--- src/rtl/reg_sel_pkg.sv ---
// Shared defaults and field-select type for the register select / scoreboard block.
// Optional build macro used by the block: R0_HARDWIRE_EN (R0 reads as constant zero).
package reg_sel_pkg;

    localparam int NUM_REGS_DEF = 16;
    localparam int IR_W_DEF     = 32;
    localparam int RA_LSB_DEF   = 23;
    localparam int RB_LSB_DEF   = 19;
    localparam int RC_LSB_DEF   = 15;
    localparam int IMM_W_DEF    = 19;

    typedef enum logic [1:0] {
        FLD_NONE = 2'd0,
        FLD_A    = 2'd1,
        FLD_B    = 2'd2,
        FLD_C    = 2'd3
    } fld_sel_e;

    // Ra wins over Rb, which wins over Rc.
    function automatic fld_sel_e pick_field(input logic gra, input logic grb, input logic grc);
        if (gra)      return FLD_A;
        else if (grb) return FLD_B;
        else if (grc) return FLD_C;
        else          return FLD_NONE;
    endfunction

endpackage

--- src/rtl/reg_select_scoreboard_if.sv ---
// Control-unit facing bus of reg_select_scoreboard: strobes and IR in, enables, immediate
// and hazard status out. master = control unit side, slave = the select block.
interface reg_select_scoreboard_if
    import reg_sel_pkg::*;
#(
    parameter int NUM_REGS = NUM_REGS_DEF,
    parameter int IR_W     = IR_W_DEF
);
    localparam int SEL_W = $clog2(NUM_REGS);

    logic                ir_ld;
    logic [IR_W-1:0]     ir_in;
    logic                gra;
    logic                grb;
    logic                grc;
    logic                rin;
    logic                rout;
    logic                baout;
    logic                pend_set;
    logic                pend_clr;
    logic [SEL_W-1:0]    pend_clr_idx;
    logic [NUM_REGS-1:0] rin_out;
    logic [NUM_REGS-1:0] rout_out;
    logic [IR_W-1:0]     c_sign_ext;
    logic                zero_base;
    logic                stall;
    logic [NUM_REGS-1:0] pend_mask;

    modport master (
        output ir_ld, ir_in, gra, grb, grc, rin, rout, baout,
               pend_set, pend_clr, pend_clr_idx,
        input  rin_out, rout_out, c_sign_ext, zero_base, stall, pend_mask
    );

    modport slave (
        input  ir_ld, ir_in, gra, grb, grc, rin, rout, baout,
               pend_set, pend_clr, pend_clr_idx,
        output rin_out, rout_out, c_sign_ext, zero_base, stall, pend_mask
    );

endinterface

--- src/rtl/reg_select_scoreboard_onehot_decoder.sv ---
// Binary index to one-hot enable decoder; all-zero output when en is low.
module onehot_decoder
    import reg_sel_pkg::*;
#(
    parameter int N     = NUM_REGS_DEF,
    parameter int SEL_W = $clog2(N)
) (
    input  logic [SEL_W-1:0] idx,
    input  logic             en,
    output logic [N-1:0]     onehot
);

    generate
        for (genvar gi = 0; gi < N; gi++) begin : g_bit
            assign onehot[gi] = en && (idx == SEL_W'(gi));
        end
    endgenerate

endmodule

--- src/rtl/reg_select_scoreboard.sv ---
// Registered register-field select/encode with a pending-write scoreboard and read-hazard stall.
// Build macro R0_HARDWIRE_EN: R0 is constant zero (no writes, no pending, reads act as BAout).
module reg_select_scoreboard
    import reg_sel_pkg::*;
#(
    parameter int NUM_REGS = NUM_REGS_DEF,
    parameter int IR_W     = IR_W_DEF,
    parameter int RA_LSB   = RA_LSB_DEF,
    parameter int RB_LSB   = RB_LSB_DEF,
    parameter int RC_LSB   = RC_LSB_DEF,
    parameter int IMM_W    = IMM_W_DEF
) (
    input  logic                   clk,
    input  logic                   clr_n,
    reg_select_scoreboard_if.slave bus
);

    localparam int SEL_W = $clog2(NUM_REGS);

    logic [IR_W-1:0]     ir_q, ir_d;
    logic [NUM_REGS-1:0] rin_out_q, rin_out_d;
    logic [NUM_REGS-1:0] rout_out_q, rout_out_d;
    logic [IR_W-1:0]     c_sign_ext_q, c_sign_ext_d;
    logic                zero_base_q, zero_base_d;
    logic [NUM_REGS-1:0] pend_q, pend_d;

    fld_sel_e            fld;
    logic [SEL_W-1:0]    idx;
    logic [SEL_W-1:0]    ra_idx;
    logic                sel_valid;
    logic                read_req;
    logic                r0_zero;
    logic                wr_en;
    logic                rd_en;
    logic                stall_c;
    logic                pend_set_ok;

    // Field extraction always works on the latched IR, so an ir_ld in this cycle is not seen yet.
    always_comb begin
        fld    = pick_field(bus.gra, bus.grb, bus.grc);
        ra_idx = ir_q[RA_LSB +: SEL_W];
        idx    = '0;
        case (fld)
            FLD_A:   idx = ir_q[RA_LSB +: SEL_W];
            FLD_B:   idx = ir_q[RB_LSB +: SEL_W];
            FLD_C:   idx = ir_q[RC_LSB +: SEL_W];
            default: idx = '0;
        endcase
        sel_valid = (fld != FLD_NONE);
        read_req  = bus.rout | bus.baout;
`ifdef R0_HARDWIRE_EN
        r0_zero     = sel_valid & (idx == '0) & read_req;
        wr_en       = bus.rin & sel_valid & (idx != '0);
        pend_set_ok = bus.pend_set & (ra_idx != '0);
`else
        r0_zero     = sel_valid & (idx == '0) & bus.baout;
        wr_en       = bus.rin & sel_valid;
        pend_set_ok = bus.pend_set;
`endif
        stall_c = read_req & sel_valid & pend_q[idx] & ~r0_zero;
        rd_en   = read_req & sel_valid & ~stall_c & ~r0_zero;
    end

    onehot_decoder #(.N(NUM_REGS), .SEL_W(SEL_W)) u_wr_dec (
        .idx    (idx),
        .en     (wr_en),
        .onehot (rin_out_d)
    );

    onehot_decoder #(.N(NUM_REGS), .SEL_W(SEL_W)) u_rd_dec (
        .idx    (idx),
        .en     (rd_en),
        .onehot (rout_out_d)
    );

    // Clear is applied first so a same-index set overrides it.
    always_comb begin
        ir_d         = bus.ir_ld ? bus.ir_in : ir_q;
        zero_base_d  = r0_zero;
        c_sign_ext_d = {{(IR_W - IMM_W){ir_q[IMM_W-1]}}, ir_q[IMM_W-1:0]};
        pend_d       = pend_q;
        if (bus.pend_clr) begin
            pend_d[bus.pend_clr_idx] = 1'b0;
        end
        if (pend_set_ok) begin
            pend_d[ra_idx] = 1'b1;
        end
    end

    always_ff @(posedge clk or negedge clr_n) begin
        if (!clr_n) begin
            ir_q         <= '0;
            rin_out_q    <= '0;
            rout_out_q   <= '0;
            c_sign_ext_q <= '0;
            zero_base_q  <= 1'b0;
            pend_q       <= '0;
        end else begin
            ir_q         <= ir_d;
            rin_out_q    <= rin_out_d;
            rout_out_q   <= rout_out_d;
            c_sign_ext_q <= c_sign_ext_d;
            zero_base_q  <= zero_base_d;
            pend_q       <= pend_d;
        end
    end

    assign bus.rin_out    = rin_out_q;
    assign bus.rout_out   = rout_out_q;
    assign bus.c_sign_ext = c_sign_ext_q;
    assign bus.zero_base  = zero_base_q;
    assign bus.stall      = stall_c;
    assign bus.pend_mask  = pend_q;

endmodule

--- src/flat_wrapper.sv ---
// flat-port wrapper written by rule: the top's interface ports become plain ports
module reg_select_scoreboard_flat import reg_sel_pkg::*;
#(
    parameter int NUM_REGS = NUM_REGS_DEF,
    parameter int IR_W     = IR_W_DEF,
    parameter int RA_LSB   = RA_LSB_DEF,
    parameter int RB_LSB   = RB_LSB_DEF,
    parameter int RC_LSB   = RC_LSB_DEF,
    parameter int IMM_W    = IMM_W_DEF
)
  (clk, clr_n, bus_ir_ld, bus_ir_in, bus_gra, bus_grb, bus_grc, bus_rin, bus_rout, bus_baout, bus_pend_set, bus_pend_clr, bus_pend_clr_idx, bus_rin_out, bus_rout_out, bus_c_sign_ext, bus_zero_base, bus_stall, bus_pend_mask);
  reg_select_scoreboard_if #(.NUM_REGS(NUM_REGS), .IR_W(IR_W)) bus_i ();
  input  logic clk;
  input  logic clr_n;
  input wire logic [$bits(bus_i.ir_ld)-1:0] bus_ir_ld;
  input wire logic [$bits(bus_i.ir_in)-1:0] bus_ir_in;
  input wire logic [$bits(bus_i.gra)-1:0] bus_gra;
  input wire logic [$bits(bus_i.grb)-1:0] bus_grb;
  input wire logic [$bits(bus_i.grc)-1:0] bus_grc;
  input wire logic [$bits(bus_i.rin)-1:0] bus_rin;
  input wire logic [$bits(bus_i.rout)-1:0] bus_rout;
  input wire logic [$bits(bus_i.baout)-1:0] bus_baout;
  input wire logic [$bits(bus_i.pend_set)-1:0] bus_pend_set;
  input wire logic [$bits(bus_i.pend_clr)-1:0] bus_pend_clr;
  input wire logic [$bits(bus_i.pend_clr_idx)-1:0] bus_pend_clr_idx;
  output wire logic [$bits(bus_i.rin_out)-1:0] bus_rin_out;
  output wire logic [$bits(bus_i.rout_out)-1:0] bus_rout_out;
  output wire logic [$bits(bus_i.c_sign_ext)-1:0] bus_c_sign_ext;
  output wire logic [$bits(bus_i.zero_base)-1:0] bus_zero_base;
  output wire logic [$bits(bus_i.stall)-1:0] bus_stall;
  output wire logic [$bits(bus_i.pend_mask)-1:0] bus_pend_mask;
  assign bus_i.ir_ld = bus_ir_ld;
  assign bus_i.ir_in = bus_ir_in;
  assign bus_i.gra = bus_gra;
  assign bus_i.grb = bus_grb;
  assign bus_i.grc = bus_grc;
  assign bus_i.rin = bus_rin;
  assign bus_i.rout = bus_rout;
  assign bus_i.baout = bus_baout;
  assign bus_i.pend_set = bus_pend_set;
  assign bus_i.pend_clr = bus_pend_clr;
  assign bus_i.pend_clr_idx = bus_pend_clr_idx;
  assign bus_rin_out = bus_i.rin_out;
  assign bus_rout_out = bus_i.rout_out;
  assign bus_c_sign_ext = bus_i.c_sign_ext;
  assign bus_zero_base = bus_i.zero_base;
  assign bus_stall = bus_i.stall;
  assign bus_pend_mask = bus_i.pend_mask;
  reg_select_scoreboard #(.NUM_REGS(NUM_REGS), .IR_W(IR_W), .RA_LSB(RA_LSB), .RB_LSB(RB_LSB), .RC_LSB(RC_LSB), .IMM_W(IMM_W)) u_core (.clk(clk), .clr_n(clr_n), .bus(bus_i));
endmodule
--- config.mk ---
export PLATFORM = sky130hd
export DESIGN_NAME = reg_select_scoreboard_flat
export DESIGN_NICKNAME = d
export VERILOG_FILES = /design/src/rtl/reg_sel_pkg.sv /design/src/rtl/reg_select_scoreboard_if.sv /design/src/rtl/reg_select_scoreboard_onehot_decoder.sv /design/src/rtl/reg_select_scoreboard.sv /design/src/flat_wrapper.sv
export SDC_FILE = /design/constraint.sdc
export NUM_CORES = 1
export LEC_CHECK = 0
export ABC_AREA = 1
export CORE_MARGIN = 2
export CORE_UTILIZATION = 49
export DETAILED_ROUTE_END_ITERATION = 10
export PLACE_DENSITY = 0.88
export SETUP_SLACK_MARGIN = 0.5
export SYNTH_ARGS = -nofsm -noshare
export SYNTH_HDL_FRONTEND = slang
export SYNTH_SLANG_ARGS = --single-unit
--- constraint.sdc ---
create_clock -name clk -period 4.1 [get_ports clk]
set_input_delay 0.41 -clock clk [delete_from_list [all_inputs] [get_ports clk]]
set_output_delay 0.41 -clock clk [all_outputs]
set_load 0.005 [all_outputs]
## After elaboration in Yosys (flattened, before gate mapping)

Cells that the tools add are included.

| word-level totals | value |
|---|---|
| logic and storage cells | 91 |
| input bits | 47 |
| output and inout bits | 82 |
| flip-flop bits (word level) | 95 |

| cells by class | value |
|---|---|
| reduce and logical (&&, ||, !) cells | 36 |
| muxes and demuxes | 12 |
| order comparisons | 5 |
| equality and inequality tests | 18 |
| bitwise gates (word level) | 14 |

Operators by type and width:

| operator | count |
|---|---|
| $logic_and 1x1->1 | 34 |
| $eq 4x4->1 const B | 8 |
| $mux 16 | 2 |
| $and 16x16->16 | 1 |
| $eq 4x3->1 const B | 4 |
| $not 16->16 | 1 |
| $or 16x16->16 | 1 |
| $lt 4x5->1 const B | 3 |
| $pmux 4 s3 | 1 |
| $and 1x1->1 | 8 |
| $demux 1 s4 | 2 |
| $eq 4x2->1 const B | 2 |
| $ge 4x1->1 const B | 2 |
| $mux 2 | 3 |
| $bmux 1 s4 | 1 |
| $eq 2x2->1 const B | 2 |
| $eq 4x1->1 const B | 1 |
| $logic_not 4->1 | 1 |
| $mux 1 | 3 |
| $eq 2x1->1 const B | 1 |
| $not 1->1 | 2 |
| $reduce_bool 2->1 | 1 |
| $or 1x1->1 | 1 |

## Logic depth before layout (Yosys ltp)

Gate-level depths: netlist of the first run.

| depth | value |
|---|---|
| word-level depth | 14 |
| mapped depth | 17 |

## Cells and area by module

Synthesis of the first run repeated with hierarchy kept, for this count alone.

| unflattened totals | value |
|---|---|
| cell total of the unflattened synthesis | 360 |
| area, all modules | 3802.4 um^2 |

By module, submodules not included:

| module | area an instance (um^2) | instances | seq. area each (um^2) | cells each |
|---|---|---|---|---|
| reg_select_scoreboard | 3549.7 | 1 | 2377.3 | 296 |
| onehot_decoder | 126.4 | 2 | 0.0 | 32 |

## Worst setup path after synthesis of the first run

OpenSTA, ideal clock, no wires.

| path | value |
|---|---|
| path kind | in2out |
| from | input port bus_grc |
| to | output port bus_stall |
| cell stages on the path | 11 |
| data arrival time | 1.531 ns |
| setup slack | 2.159 ns |
| cells stage by stage | nor2_1 -> nor2_4 -> nand3_4 -> nand3_2 -> buf_6 -> nor2_1 -> inv_2 -> nor2_4 -> nand3_2 -> inv_1 -> nor2_1 |

| between the ends | value |
|---|---|
| cells in the longest elaborated chain, start to end | 10 |
| elaborated cells on any way between the ends | 17 |
| those cells by class | eq/ne: 3; mux: 6; bitwise: 6; reduce/logical: 2 |

RTL lines:

| item | RTL line | text |
|---|---|---|
| start: declaration | flat_wrapper.sv:19 | `input wire logic [$bits(bus_i.grc)-1:0] bus_grc;` |
| $mux 2 (*) | reg_sel_pkg.sv:23 | `else if (grc) return FLD_C;` |
| $mux 2 (*) | reg_sel_pkg.sv:22 | `else if (grb) return FLD_B;` |
| $mux 2 (*) | reg_sel_pkg.sv:21 | `if (gra) return FLD_A;` |
| $eq 2x2->1 or $eq 2x1->1 (tied branches) | reg_select_scoreboard.sv:43 | `case (fld)` |
| $pmux 4 s3 | reg_select_scoreboard.sv:43 |  |
| $logic_not 4->1 | reg_select_scoreboard.sv:56 | `r0_zero = sel_valid & (idx == '0) & bus.baout;` |
| $and 1x1->1 (*) (2 in series) | reg_select_scoreboard.sv:56 |  |
| via u_core.r0_zero | reg_select_scoreboard.sv:32 | `logic r0_zero;` |
| $not 1->1 (*) | reg_select_scoreboard.sv:60 | `stall_c = read_req & sel_valid & pend_q[idx] & ~r0_zero;` |
| $and 1x1->1 (*) | reg_select_scoreboard.sv:60 |  |
| end: declaration | flat_wrapper.sv:30 | `output wire logic [$bits(bus_i.stall)-1:0] bus_stall;` |

Mark *: on every way through the listed nets, which the timed path passes. The rest lies on a longest branch. The select of a mux whose other input is x is not followed.

## Worst setup path in the final report of the first run

| path | value |
|---|---|
| from | input port bus_gra |
| to | output port bus_stall |

| between the ends | value |
|---|---|
| cells in the longest elaborated chain, start to end | 8 |
| elaborated cells on any way between the ends | 15 |
| those cells by class | eq/ne: 3; mux: 4; bitwise: 6; reduce/logical: 2 |

RTL lines:

| item | RTL line | text |
|---|---|---|
| start: declaration | flat_wrapper.sv:17 | `input wire logic [$bits(bus_i.gra)-1:0] bus_gra;` |
| $mux 2 (*) | reg_sel_pkg.sv:21 |  |
| $eq 2x2->1 or $eq 2x1->1 (tied branches) | reg_select_scoreboard.sv:43 |  |
| $pmux 4 s3 | reg_select_scoreboard.sv:43 |  |
| $logic_not 4->1 | reg_select_scoreboard.sv:56 |  |
| $and 1x1->1 (*) (2 in series) | reg_select_scoreboard.sv:56 |  |
| via u_core.r0_zero | reg_select_scoreboard.sv:32 |  |
| $not 1->1 (*) | reg_select_scoreboard.sv:60 |  |
| $and 1x1->1 (*) | reg_select_scoreboard.sv:60 |  |

Marked as above.

==> results.py, run 1 <==
metrics = {
    "outcome": {
        "status": "finished clean",
    },
    "drt": {
        "antenna_left": 0,
        "vias_per_cell": 4.94,
        "first_pass_iters": 4,
        "totalWireLength_um": 8490,
        "drc_errors": 0,
        "avgRoutedWirePerCell_um": 14.5,
        "drtIter0Drc": 160,
        "via_count": 2896,
    },
    "worst_setup_path": {
        "critical_path_arrival_ns": 2.87,
        "path_class": "in2out",
        "r2r-start": "u_core.ir_q[23]$_DFFE_PN0P_",
        "crit_fanout": 7,
        "cp-end-kind": "output port",
        "reg2reg_to": "u_core.bus.rout_out[3]$_DFF_PN0_",
        "regToRegSetupSlack_ns": 2.22,
        "ff2ff_path_depth": 13,
        "required_ns": 3.69,
        "startpoint_type": "primary input",
    },
    "power_and_ir_drop": {
        "p_leak_nw": 2.36,
        "combinationalPowerShare": 0.237,
        "p_clk_frac": 0.256,
        "p_sw_uw": 629,
        "swShare": 0.288,
        "p_int_mw": 1.55,
        "vdd_drop_max_mv": 0.211,
        "p_per_area_nw_per_um2": 414,
        "seq_power_share": 0.508,
    },
    "sta": {
        "fmax_ghz": 0.305,
        "min_period_over_period": 0.800,
        "rsz0062_at_grt": "no",
        "finalCriticalPeriod_ns": 3.28,
        "setup_viol": 0,
        "maxSlewViolCount": 0,
        "relSlewSlack": 0.523,
        "fin_tns_setup_ns": 0,
        "worstMarginPinSlew_ns": 0.716,
        "hold_viol": 0,
        "clock_skew_ns": 0.0109,
    },
    "logic_synthesis": {
        "synth_top_family_by_area": "simple AND/OR/NAND/NOR gates",
        "yosys_register_bits": 95,
        "netlist_instances": 364,
        "yosysTopAreaCellShare": 0.615,
        "synth_top_area_cell": "dfrtp_1",
        "synth-seq-area-share": 0.615,
        "ys_warn_count": 0,
        "synth_fa_ha_area_frac": 0,
        "synth_compound_area_frac": 0.0683,
        "avgSynthCellArea_um2": 10.6,
        "yosys.area_share.simple": 0.185,
        "ys_types": 27,
        "synth.area.mux_share": 0.0554,
        "synthTopCellsByArea": "dfrtp_1, nand2_1, mux2_2",
        "syn_nets": 411,
        "synth_area_um2": 3860,
        "synthXorXnorAreaFrac": 0,
    },
    "finish": {
        "mostFrequentLayoutCells": "clkdlybuf4s50_1, dfrtp_1, nand2_1, inv_1, nor2_1",
        "drive_gt1_frac": 0.136,
        "area_growth_pct": 36.3,
        "final_common_cell": "clkdlybuf4s50_1",
        "n_antenna_cell": 0,
        "fin_cells": 586,
        "finalNetCount": 527,
    },
    "clock_tree": {
        "cts_tree": "yes",
        "clk_pin_slew_worst_paths_ns": 0.09,
        "clockBufferDepth": 2,
        "cts.sinks": 95,
        "htreeDepth": 3,
        "post_cts_buffers": 0,
        "clockRootBuffer": "clkbuf_8",
        "cts.repair.resized": 0,
        "cts_buffers": 9,
        "holdBufCountCts": 0,
        "clkLatencyLatePin_ns": 0.35,
    },
    "place": {
        "place_hpwl_um": 6410,
        "gp_congestion": 0.894,
        "port_buffers": 123,
        "place_inst": 571,
    },
    "grt": {
        "gr-usage-met2": 0.372,
        "grt_util_met3": 0.0374,
        "top_usage_layer": "met2",
        "grt_pass1_wl_um": 14400,
        "gr-usage-all-layers": 0.214,
        "grt_use_met1": 0.267,
        "antenna_found_initial": 0,
        "grt_pass1_vias": 2994,
        "gr-total-overflow": 0,
        "grt_max_degree": 61,
    },
    "floorplan": {
        "initial_utilization": 0.503,
        "core_area_um2": 7690,
        "die_h_um": 92.8,
        "rows": 32,
        "die_w_um": 92.8,
        "die_area_um2": 8610,
        "io_pins": 129,
    },
    "worst_hold_path": {
        "worstHoldPathType": "in2async",
    },
    "run": {
        "maxCapViolCount": 0,
    },
}
-- worst max-delay path by stage --
stage / startpoint / endpoint / slack (ns) / depth (start not counted)
finish: bus_gra / bus_stall / 0.82 / 11
global route: bus_gra / bus_stall / 0.63 / 13
CTS: bus_gra / bus_stall / 0.83 / 11
detailed placement: bus_gra / bus_stall / 0.83 / 11
global placement: bus_gra / bus_stall / 0.91 / 11
floorplan: bus_grc / bus_stall / 2.16 / 11
-- cells in the mapped netlist --
cell type / count
o21ai_1: 1
nand3_4: 2
buf_1: 3
nor3_1: 6
nand2_1: 67
a21oi_4: 1
o32ai_1: 4
nor2_2: 9
buf_6: 1
o21ai_0: 32
nor2_4: 5
o21a_1: 1
nand3b_1: 5
nand3_1: 14
nand2_2: 4
nor2_1: 33
dfrtp_1: 95
o21ai_4: 1
buf_4: 13
clkbuf_1: 2
o21ai_2: 1
inv_1: 36
buf_12: 1
nand3_2: 3
a22oi_1: 2
mux2_2: 19
inv_2: 3
-- metal layers --
layer	share of wire	vias to the layer above
li1	-	1377
met1	0.41	1387
met2	0.52	117
met3	0.059	15
met4	0.018	0
met5	0	-
-- through the flow --
stage               setup WS [ns]  cell area (um2)  hold slack [ns]  total power [mW]  utilization
floorplan                    2.16             3860            0.114              1.36            -
global placement            0.910             5090            0.354              1.62        0.662
detailed placement          0.828             5090            0.357              1.64        0.662
CTS                         0.831             5270            0.130              2.20        0.685
global route                0.632             5270            0.160              2.31        0.685
finish                      0.819             5270            0.117              2.18        0.685
-- registers in the layout (all words and copies together), names as in the netlist --
register / count
u_core.ir_q: 27
u_core.bus.c_sign_ext: 19
u_core.bus.pend_mask: 16
u_core.bus.rin_out: 16
u_core.bus.rout_out: 16
u_core.bus.zero_base: 1
-- cell type report --
cell class / count / area [um2]
inverters: 39 / 146
clock inverters: 5 / 41.3
well taps: 102 / 128
clock buffers: 10 / 138
repair buffers: 125 / 1240
multi-input cells: 210 / 1190
fillers: 622 / 2420
flip-flops and latches: 95 / 2380
-- critical path, cell delays in order --
cell,delay [ns]
clkdlybuf4s50_1,0.60
nor2_4,0.22
nand2_1,0.14
o21ai_1,0.30
inv_1,0.16
nand2_1,0.15
nor2_4,0.05
nand3_2,0.08
inv_1,0.07
nor2_1,0.17
clkdlybuf4s50_1,0.53
-- power by group through the flow --
stage               Combinational, mW  Sequential, mW  Clock [mW]
floorplan                       0.245            1.11           0
global placement                0.503            1.12           0
detailed placement              0.518            1.13           0
CTS                             0.521            1.11       0.573
global route                    0.572            1.12       0.617
finish                          0.516            1.11       0.558
-- cell families after synthesis --
logic type | Yosys count
AND/OR/NAND/NOR | 148
flip-flops | 95
buffers and inverters | 59
AO/OA/AOI/OAI | 43
multiplexers | 19
No activity file was read; power rests on OpenSTA's default activity.
==> run 2: changes to the inputs <==
--- a/config.mk
+++ b/config.mk
@@ -7,9 +7,9 @@
 export LEC_CHECK = 0
 export ABC_AREA = 1
 export CORE_MARGIN = 2
-export CORE_UTILIZATION = 49
+export CORE_UTILIZATION = 41
 export DETAILED_ROUTE_END_ITERATION = 10
-export PLACE_DENSITY = 0.88
+export PLACE_DENSITY = 0.79
 export SETUP_SLACK_MARGIN = 0.5
 export SYNTH_ARGS = -nofsm -noshare
 export SYNTH_HDL_FRONTEND = slang
==> constraint.sdc (replaced) <==
create_clock -name clk -period 2.9 [get_ports clk]
set_input_delay 0.29 -clock clk [delete_from_list [all_inputs] [get_ports clk]]
set_output_delay 0.29 -clock clk [all_outputs]
set_load 0.005 [all_outputs]
==> results.py, run 2 (synthesized netlist as in run 1, its figures left out) <==
metrics = {
    "clock_tree": {
        "cts.sinks": 95,
        "clockRootBuffer": "clkbuf_8",
        "clk_pin_slew_worst_paths_ns": 0.09,
        "cts_buffers": 9,
        "htreeDepth": 3,
        "clkLatencyLatePin_ns": 0.36,
        "cts_tree": "yes",
        "clockBufferDepth": 2,
    },
    "drt": {
        "vias_per_cell": 4.78,
        "avgRoutedWirePerCell_um": 14.0,
        "via_count": 2899,
        "drc_errors": 0,
        "first_pass_iters": 5,
        "antenna_left": 0,
        "totalWireLength_um": 8470,
        "drtIter0Drc": 129,
    },
    "floorplan": {
        "die_area_um2": 10200,
        "die_h_um": 101,
        "core_area_um2": 9200,
        "rows": 35,
        "initial_utilization": 0.420,
        "die_w_um": 101,
        "io_pins": 129,
    },
    "finish": {
        "final_common_cell": "clkdlybuf4s50_1",
        "mostFrequentLayoutCells": "clkdlybuf4s50_1, dfrtp_1, nand2_1, inv_1, o21ai_0",
        "nFillCells": 782,
        "largest_reg_flops": 27,
        "n_antenna_cell": 0,
        "regArea_um2": 2380,
        "area_growth_pct": 40.1,
        "finalNetCount": 538,
        "regMostFlops": "u_core.ir_q",
        "drive_gt1_frac": 0.180,
        "multiInputGateArea_um2": 1240,
        "final_util": 0.589,
    },
    "grt": {
        "grt_use_met1": 0.219,
        "gr-total-overflow": 0,
        "top_usage_layer": "met2",
        "grt_util_met3": 0.0340,
        "grt_pass1_wl_um": 13500,
        "gr-usage-all-layers": 0.171,
        "grt_pass1_vias": 2807,
        "grt_max_degree": 65,
        "antenna_found_initial": 0,
        "gr-usage-met2": 0.288,
    },
    "sta": {
        "fmax_ghz": 0.442,
        "fin_tns_setup_ns": 0,
        "hold_viol": 0,
        "finalCriticalPeriod_ns": 2.26,
        "relSlewSlack": 0.467,
        "clock_skew_ns": 0.0137,
        "maxSlewViolCount": 0,
        "min_period_over_period": 0.780,
        "rsz0062_at_grt": "no",
        "worstMarginPinSlew_ns": 0.800,
        "setup_viol": 0,
    },
    "worst_setup_path": {
        "r2r-start": "u_core.ir_q[23]$_DFFE_PN0P_",
        "endpoint": "bus_stall",
        "path_class": "reg2out",
        "regToRegSetupSlack_ns": 1.08,
        "startpoint": "u_core.ir_q[24]$_DFFE_PN0P_",
        "critical_path_arrival_ns": 1.97,
        "reg2reg_to": "u_core.bus.rout_out[14]$_DFF_PN0_",
        "crit_fanout": 3,
        "startpoint_type": "register",
        "cp-end-kind": "output port",
        "ff2ff_path_depth": 13,
        "required_ns": 2.61,
    },
    "place": {
        "port_buffers": 123,
        "gp_congestion": 0.915,
        "place_hpwl_um": 6370,
    },
    "run": {
        "maxCapViolCount": 0,
    },
    "power_and_ir_drop": {
        "p_leak_nw": 2.44,
        "total_power_mw": 3.12,
        "vdd_drop_max_mv": 0.252,
        "p_per_area_nw_per_um2": 575,
    },
    "outcome": {
        "status": "finished clean",
    },
    "worst_hold_path": {
        "worstHoldPathType": "in2async",
    },
}
-- run 2: cell types whose count changed in the layout (fill, tap and decap cells not counted), sizes merged --
cell,before,now
dlymetal6s2s,0,1
clkdlybuf4s15,0,1
nand3,19,20
clkdlybuf4s50,122,118
dlygate4sd2,0,2
buf,3,13
-- run 2: timing repair --
action	4_1_cts	5_1_grt
gates resized for setup	13	7
hold buffers	0	0
setup endpoints to repair	1	1
buffers inserted	0	5
pin swaps	1	3
hold endpoints to repair	0	0
gates cloned	0	1
-- run 2: through the flow --
stage               hold slack [ns]  cells  setup slack [ns]  cell area, um2
finish                       0.0173    606             0.637            5420
global route                 0.0832    606             0.516            5420
CTS                          0.0327    600             0.510            5360
detailed placement            0.357    585            0.0811            5150
global placement              0.354    585            0.0592            5150
floorplan                  -0.00559    364              1.20            3860
-- run 2: final cells by class --
cell class                      instances  area share
Clock buffer                           10      0.0254
Clock inverter                          5     0.00762
Inverter                               39      0.0270
Multi-Input combinational cell        211       0.229
Sequential cell                        95       0.439
Tap cell                              111      0.0256
Timing Repair Buffer                  135       0.246
-- run 2: power breakdown --
group	total, mW	internal, mW	switching, mW	leakage [nW]
clock	0.790	0.338	0.452	0.0854
combinational	0.761	0.415	0.346	1.16
sequential	1.57	1.47	0.0985	1.19
-- run 2: how the worst min path moves through the flow --
stage                                startpoint                                  end  slack (ns)  cells past startpoint
floorplan                                 clr_n   u_core.bus.c_sign_ext[0]$_DFF_PN0_      -0.006                      0
global placement     u_core.ir_q[7]$_DFFE_PN0P_   u_core.bus.c_sign_ext[7]$_DFF_PN0_        0.35                      0
detailed placement  u_core.ir_q[14]$_DFFE_PN0P_  u_core.bus.c_sign_ext[14]$_DFF_PN0_        0.36                      0
CTS                                       clr_n  u_core.bus.c_sign_ext[17]$_DFF_PN0_        0.03                      1
global route                              clr_n          u_core.ir_q[16]$_DFFE_PN0P_        0.08                      1
finish                                    clr_n     u_core.bus.rout_out[5]$_DFF_PN0_        0.02                      1
-- run 2: metal layers --
layer / up-vias / wire (um) / part of all wire
met1: 1377 / 3590 / 0.42
met4: 0 / 131 / 0.015
met2: 100 / 4280 / 0.50
li1: 1410 / - / -
met3: 12 / 477 / 0.056
met5: - / 0 / 0
-- run 2: worst max-delay path: stages, from the launching register on --
cell and delay [ns]:
dfrtp_2 0.43, nand2_1 0.06, inv_1 0.07, a21oi_4 0.13, o21ai_4 0.08, buf_4 0.15, nor2_4 0.09, inv_2 0.06
nor2_4 0.12, nand3_2 0.11, inv_2 0.08, nor2_1 0.04, clkdlybuf4s15_2 0.20
==> variant 1: new RTL, flow settings as in run 2 <==
`ir_q` no longer has a reset.
--- a/src/rtl/reg_select_scoreboard.sv
+++ b/src/rtl/reg_select_scoreboard.sv
@@ -91,3 +91,2 @@
         if (!clr_n) begin
-            ir_q         <= '0;
             rin_out_q    <= '0;
@@ -98,3 +97,2 @@
         end else begin
-            ir_q         <= ir_d;
             rin_out_q    <= rin_out_d;
@@ -105,2 +103,6 @@
         end
+    end
+
+    always_ff @(posedge clk) begin
+        ir_q <= ir_d;
     end
Check against the original RTL: not equivalent (a bounded check fails within 4 cycles, from zero or initial values; the reset may be asserted at any time).
==> variant 1 against run 2 <==
Fmax rose by 0.29%. Worst setup slack gained 0.0066 ns. Wire length fell by 2.2%. Synthesized cell count is 12% lower. Sequential cell count is the same. Power is 0.45% lower. Clock skew up 0.0028 ns. Count of clock-buffer cells in the layout shrank 1. Final cell count shrank 6.4%. Final area fell by 3.3%. Area after synthesis decreased by 6.1%. Largest power group unchanged.
==> variant 1: results <==
{
  "synth-seq-area-share_pct": 69.2,
  "num_antenna_cells": 0,
  "power_combinational_uw": 655,
  "wl_met2_um": 4460,
  "placed_area_um2": 4910,
  "p_seq_share_pct": 51.3,
  "wirelength_um": 8280,
  "cts_made_buffers": 9,
  "slowest_delay_ns": 0.44,
  "grt_pass1_vias": 2775,
  "grtUsageMet2_pct": 31.6,
  "relSlewSlack_pct": 44.4,
  "met1_usage_pct": 20.0,
  "sw_frac_of_total_pct": 28.8,
  "numPortBuffers": 123,
  "status": "finished clean",
  "largest_reg_flops": 27,
  "cp.arrival_ns": 1.97,
  "power.leakage_nw": 2.30,
  "path_clk_slew_ns": 0.10,
  "dp.cells": 541,
  "post-place-ws_ns": 0.0644,
  "grt_max_degree": 69,
  "yosys-top-cells-area": "dfrtp_1, edfxtp_1, nand2_1, nor2_1, o21ai_0",
  "grt_pass1_wl_um": 13300,
  "cp_slowest_cell": "edfxtp_1",
  "drt-met1-wl_um": 3130,
  "use_met3_pct": 5.15,
  "cts_max_path_buffers": 2,
  "max-vdd-ir-drop_v": 0.000374,
  "hold_class": "in -> async",
  "share_comb_of_total_power_pct": 21.1,
  "r2r-start": "u_core.ir_q[19]$_DFFE_PP_",
  "layout.nets": 501,
  "wl_met3_um": 583,
  "largest_register": "u_core.ir_q",
  "path_max_fanout": 3,
  "critPathLaunch": "u_core.ir_q[25]$_DFFE_PP_",
  "drive_gt1_share_pct": 14.2,
  "async_flop_share_pct": 71.6,
  "cts_root_buffer": "clkbuf_8",
  "stdcell_count": 567,
  "first_iter_violations": 100,
  "antenna_found_initial": 0,
  "skew_ns": 0.0166,
  "track_usage_pct": 17.4,
  "synth_nets": 367,
  "n_fill_cell": 683,
  "synthTopCellsByCount": "dfrtp_1, nand2_1, nor2_1",
  "synth.avg_cell_area_um2": 11.3,
  "multi_input_area_um2": 917,
  "worstSkewPairLatency_ns": 0.36,
  "drt-pass1-iter-count": 4,
  "synth.distinct_cells": 22,
  "synth_edf_count": 27,
  "top_layer": "met4",
  "globalplace.congestion": 0.828,
  "ys.warnings.count": 0,
  "vias_per_cell": 4.79,
  "hpwl_um": 6270
}
==> variant 1: cell count changes in the layout (fill, tap and decap cells not counted), sizes merged, moves of 5 or more <==
| cell | delta |
|---|---|
| dfrtp | -27 |
| edfxtp | +27 |
| mux2 | -19 |
| o21ai | -10 |
| inv | -5 |
| nand2 | -5 |
==> variant 1: cell type report <==
type | count | area share (%)
Sequential cell | 95 | 48.0
Timing Repair Buffer | 139 | 25.8
Multi-Input combinational cell | 178 | 17.5
Tap cell | 108 | 2.58
Clock buffer | 9 | 2.37
Inverter | 31 | 2.22
Clock inverter | 7 | 1.55
==> variant 1: final timing paths <==
path	slack, ns	depth (start not counted)	end
setup reg to reg	0.99	11	u_core.bus.rout_out[15]$_DFF_PN0_
max in group asynchronous	2.23	2	u_core.bus.pend_mask[2]$_DFF_PN0_
min in group clk	0.36	0	u_core.bus.c_sign_ext[12]$_DFF_PN0_
hold / removal	0.11	2	u_core.bus.rin_out[14]$_DFF_PN0_
setup / recovery	0.64	11	bus_stall
hold reg to reg	0.36	0	u_core.bus.c_sign_ext[12]$_DFF_PN0_
==> variant 1: kinds of logic after synthesis <==
logic type	synth area share, %
buffers and inverters	6.72
flip-flops	69.2
AND/OR/NAND/NOR	18.4
AO/OA/AOI/OAI	5.65
==> variant 1: repair_timing <==
action,CTS,global route
setup endpoints to repair,1,1
buffers inserted,9,1
pin swaps,7,0
hold buffers,0,0
gates resized for setup,11,7
hold endpoints to repair,0,0
gates cloned,0,0
==> variant 1: worst max-delay path: cells and delay by family, from the launching register on <==
kind            cells  cell delay, ns
compound gates      1            0.15
simple gates        7            0.67
flops               1            0.44
buf+inv             3            0.35
==> variant 2: new RTL, config.mk and constraints of run 2 <==
Without the edit above. The option `R0_HARDWIRE_EN` is turned on by a define.
--- a/src/rtl/reg_select_scoreboard.sv
+++ b/src/rtl/reg_select_scoreboard.sv
@@ -2,2 +2,4 @@
 // Build macro R0_HARDWIRE_EN: R0 is constant zero (no writes, no pending, reads act as BAout).
+`define R0_HARDWIRE_EN
+
 module reg_select_scoreboard
Formal check against the unedited RTL: not equivalent (Yosys sat finds a counterexample within 4 cycles, from zero or initial values).
==> variant 2 against run 2 <==
Clock skew down 0.0014 ns. Wire length decreased by 0.45%. Fmax is 0.54% higher. Final area is 0.14% higher. Sequential share of layout area down 0.084 points. Power grew 2.4%. Worst setup slack gained 0.012 ns. Non-clock buffer count rose by 4. Via count grew 0.90%. First-iteration DRC count decreased by 13%. Combinational power shrank 2%. Global-route usage grew 0.31 points. Area after synthesis shrank 1.8%. Sequential cell count is the same.
==> variant 2: results <==
{
  "worstMarginPinSlew_ns": 1.13,
  "cts_htree_levels": 3,
  "path_max_fanout": 5,
  "max-vdd-ir-drop_v": 0.000391,
  "critPathLaunch": "u_core.ir_q[24]$_DFFE_PN0P_",
  "cts_root_buffer": "clkbuf_8",
  "track_usage_pct": 17.4,
  "skew_ns": 0.0123,
  "r2r_cells": 15,
  "num_antenna_cells": 0,
  "worstSkewPairLatency_ns": 0.36,
  "synthTopCellsByCount": "dfrtp_1, nand2_1, inv_1",
  "yosys-top-cells-area": "dfrtp_1, nand2_1, mux2_2, o21ai_0, inv_1",
  "slowest_delay_ns": 0.43,
  "first_iter_violations": 112,
  "grt_pass1_wl_um": 13700,
  "vias": 2925,
  "n_fill_cell": 778,
  "worst_slack_ns": 0.649,
  "syn_inst": 370,
  "grt_max_degree": 96,
  "cp-endpoint": "bus_stall",
  "path_clk_slew_ns": 0.10,
  "hold_class": "in -> async",
  "synth.distinct_cells": 22,
  "grt_pass1_vias": 2942,
  "layout.nets": 549,
  "post-place-ws_ns": 0.0923,
  "largest_reg_flops": 27,
  "cp.arrival_ns": 1.96,
  "vias_per_cell": 4.73,
  "cts_made_buffers": 9,
  "async_flop_share_pct": 100,
  "globalplace.congestion": 0.891,
  "placed_area_um2": 5070,
  "cp_slowest_cell": "dfrtp_1",
  "antenna_found_initial": 0,
  "numPortBuffers": 123,
  "ff2ff_setup_slack_ns": 0.70,
  "dp.cells": 591,
  "drive_gt1_share_pct": 18.3,
  "switching_power_uw": 904,
  "power.leakage_nw": 2.50,
  "largest_register": "u_core.ir_q",
  "hpwl_um": 6250,
  "ys.warnings.count": 0,
  "cts_max_path_buffers": 2,
  "wl_per_cell_um": 13.6,
  "synth-seq-area-share_pct": 62.6,
  "status": "finished clean",
  "drt-pass1-iter-count": 4,
  "final-hold-violation-count": 0,
  "worstReg2RegEnd": "u_core.bus.rout_out[2]$_DFF_PN0_"
}
## variant 2: cell types whose count changed after synthesis, moves of 3 or more
cell     before  now
mux2_2       19   16
buf_1         3    0
nor2_2        9   15
o32ai_1       4    0
nand2_1      67   71
nor2_1       33   27
inv_1        36   43
o31ai_1       0    5
nand3_1      14   17
nor3_1        6    2
o22ai_1       0    4
nor2_4        5    2
## variant 2: cells by family after synthesis
kind of cell	count (synthesis)	synth area share, %
AO/OA/AOI/OAI	46	6.53
buffers and inverters	65	8.11
flip-flops	95	62.6
multiplexers	16	4.75
other	1	0.0988
AND/OR/NAND/NOR	147	17.9
## variant 2: cell type report
cell class	count	area (um2)	area share (%)
clock buffers	10	128	2.35
multi-input cells	211	1180	21.8
inverters	46	173	3.18
clock inverters	6	76.3	1.41
flip-flops and latches	95	2380	43.9
well taps	111	139	2.56
repair buffers	139	1350	24.8
## variant 2: what timing repair did
| item | 4_1_cts | 5_1_grt |
|---|---|---|
| resized for setup | 14 | 17 |
| buffers inserted | 7 | 4 |
| pin swaps | 7 | 2 |
| setup endpoints to repair | 1 | 16 |
## variant 2: power by group through the flow
stage / combinational [mW] / clock [mW] / sequential, mW
final: 0.746 / 0.888 / 1.56
after CTS: 0.734 / 0.915 / 1.56
after detailed placement: 0.704 / 0 / 1.58
after floorplan: 0.311 / 0 / 1.57
after global routing: 0.825 / 0.977 / 1.57
after global placement: 0.690 / 0 / 1.58
## variant 2: worst max-delay path, delay by kind of cell, from the launching register on
kind | cells | cell delay, ns
AND/OR/NAND/NOR | 4 | 0.38
buffers and inverters | 4 | 0.53
AO/OA/AOI/OAI | 2 | 0.26
flip-flops | 1 | 0.43
## variant 2: worst min path at each step
stage / slack, ns / end / cells after the start / startpoint
floorplan: -0.006 / u_core.bus.c_sign_ext[0]$_DFF_PN0_ / 0 / clr_n
global placement: 0.35 / u_core.bus.c_sign_ext[6]$_DFF_PN0_ / 0 / u_core.ir_q[6]$_DFFE_PN0P_
detailed placement: 0.36 / u_core.bus.c_sign_ext[11]$_DFF_PN0_ / 0 / u_core.ir_q[11]$_DFFE_PN0P_
CTS: 0.19 / u_core.ir_q[8]$_DFFE_PN0P_ / 1 / clr_n
global route: 0.23 / u_core.ir_q[8]$_DFFE_PN0P_ / 1 / clr_n
finish: 0.15 / u_core.ir_q[8]$_DFFE_PN0P_ / 1 / clr_n
## variant 2: metal layers
| metal | track usage, % | share of wire, % | wire [um] | vias to the layer above |
|---|---|---|---|---|
| li1 | - | - | - | 1421 |
| met1 | 21.0 | 41 | 3440 | 1393 |
| met2 | 29.7 | 51 | 4290 | 97 |
| met3 | 5.01 | 6.8 | 571 | 14 |
| met4 | 6.53 | 1.6 | 136 | 0 |
| met5 | 0 | 0 | 0 | - |
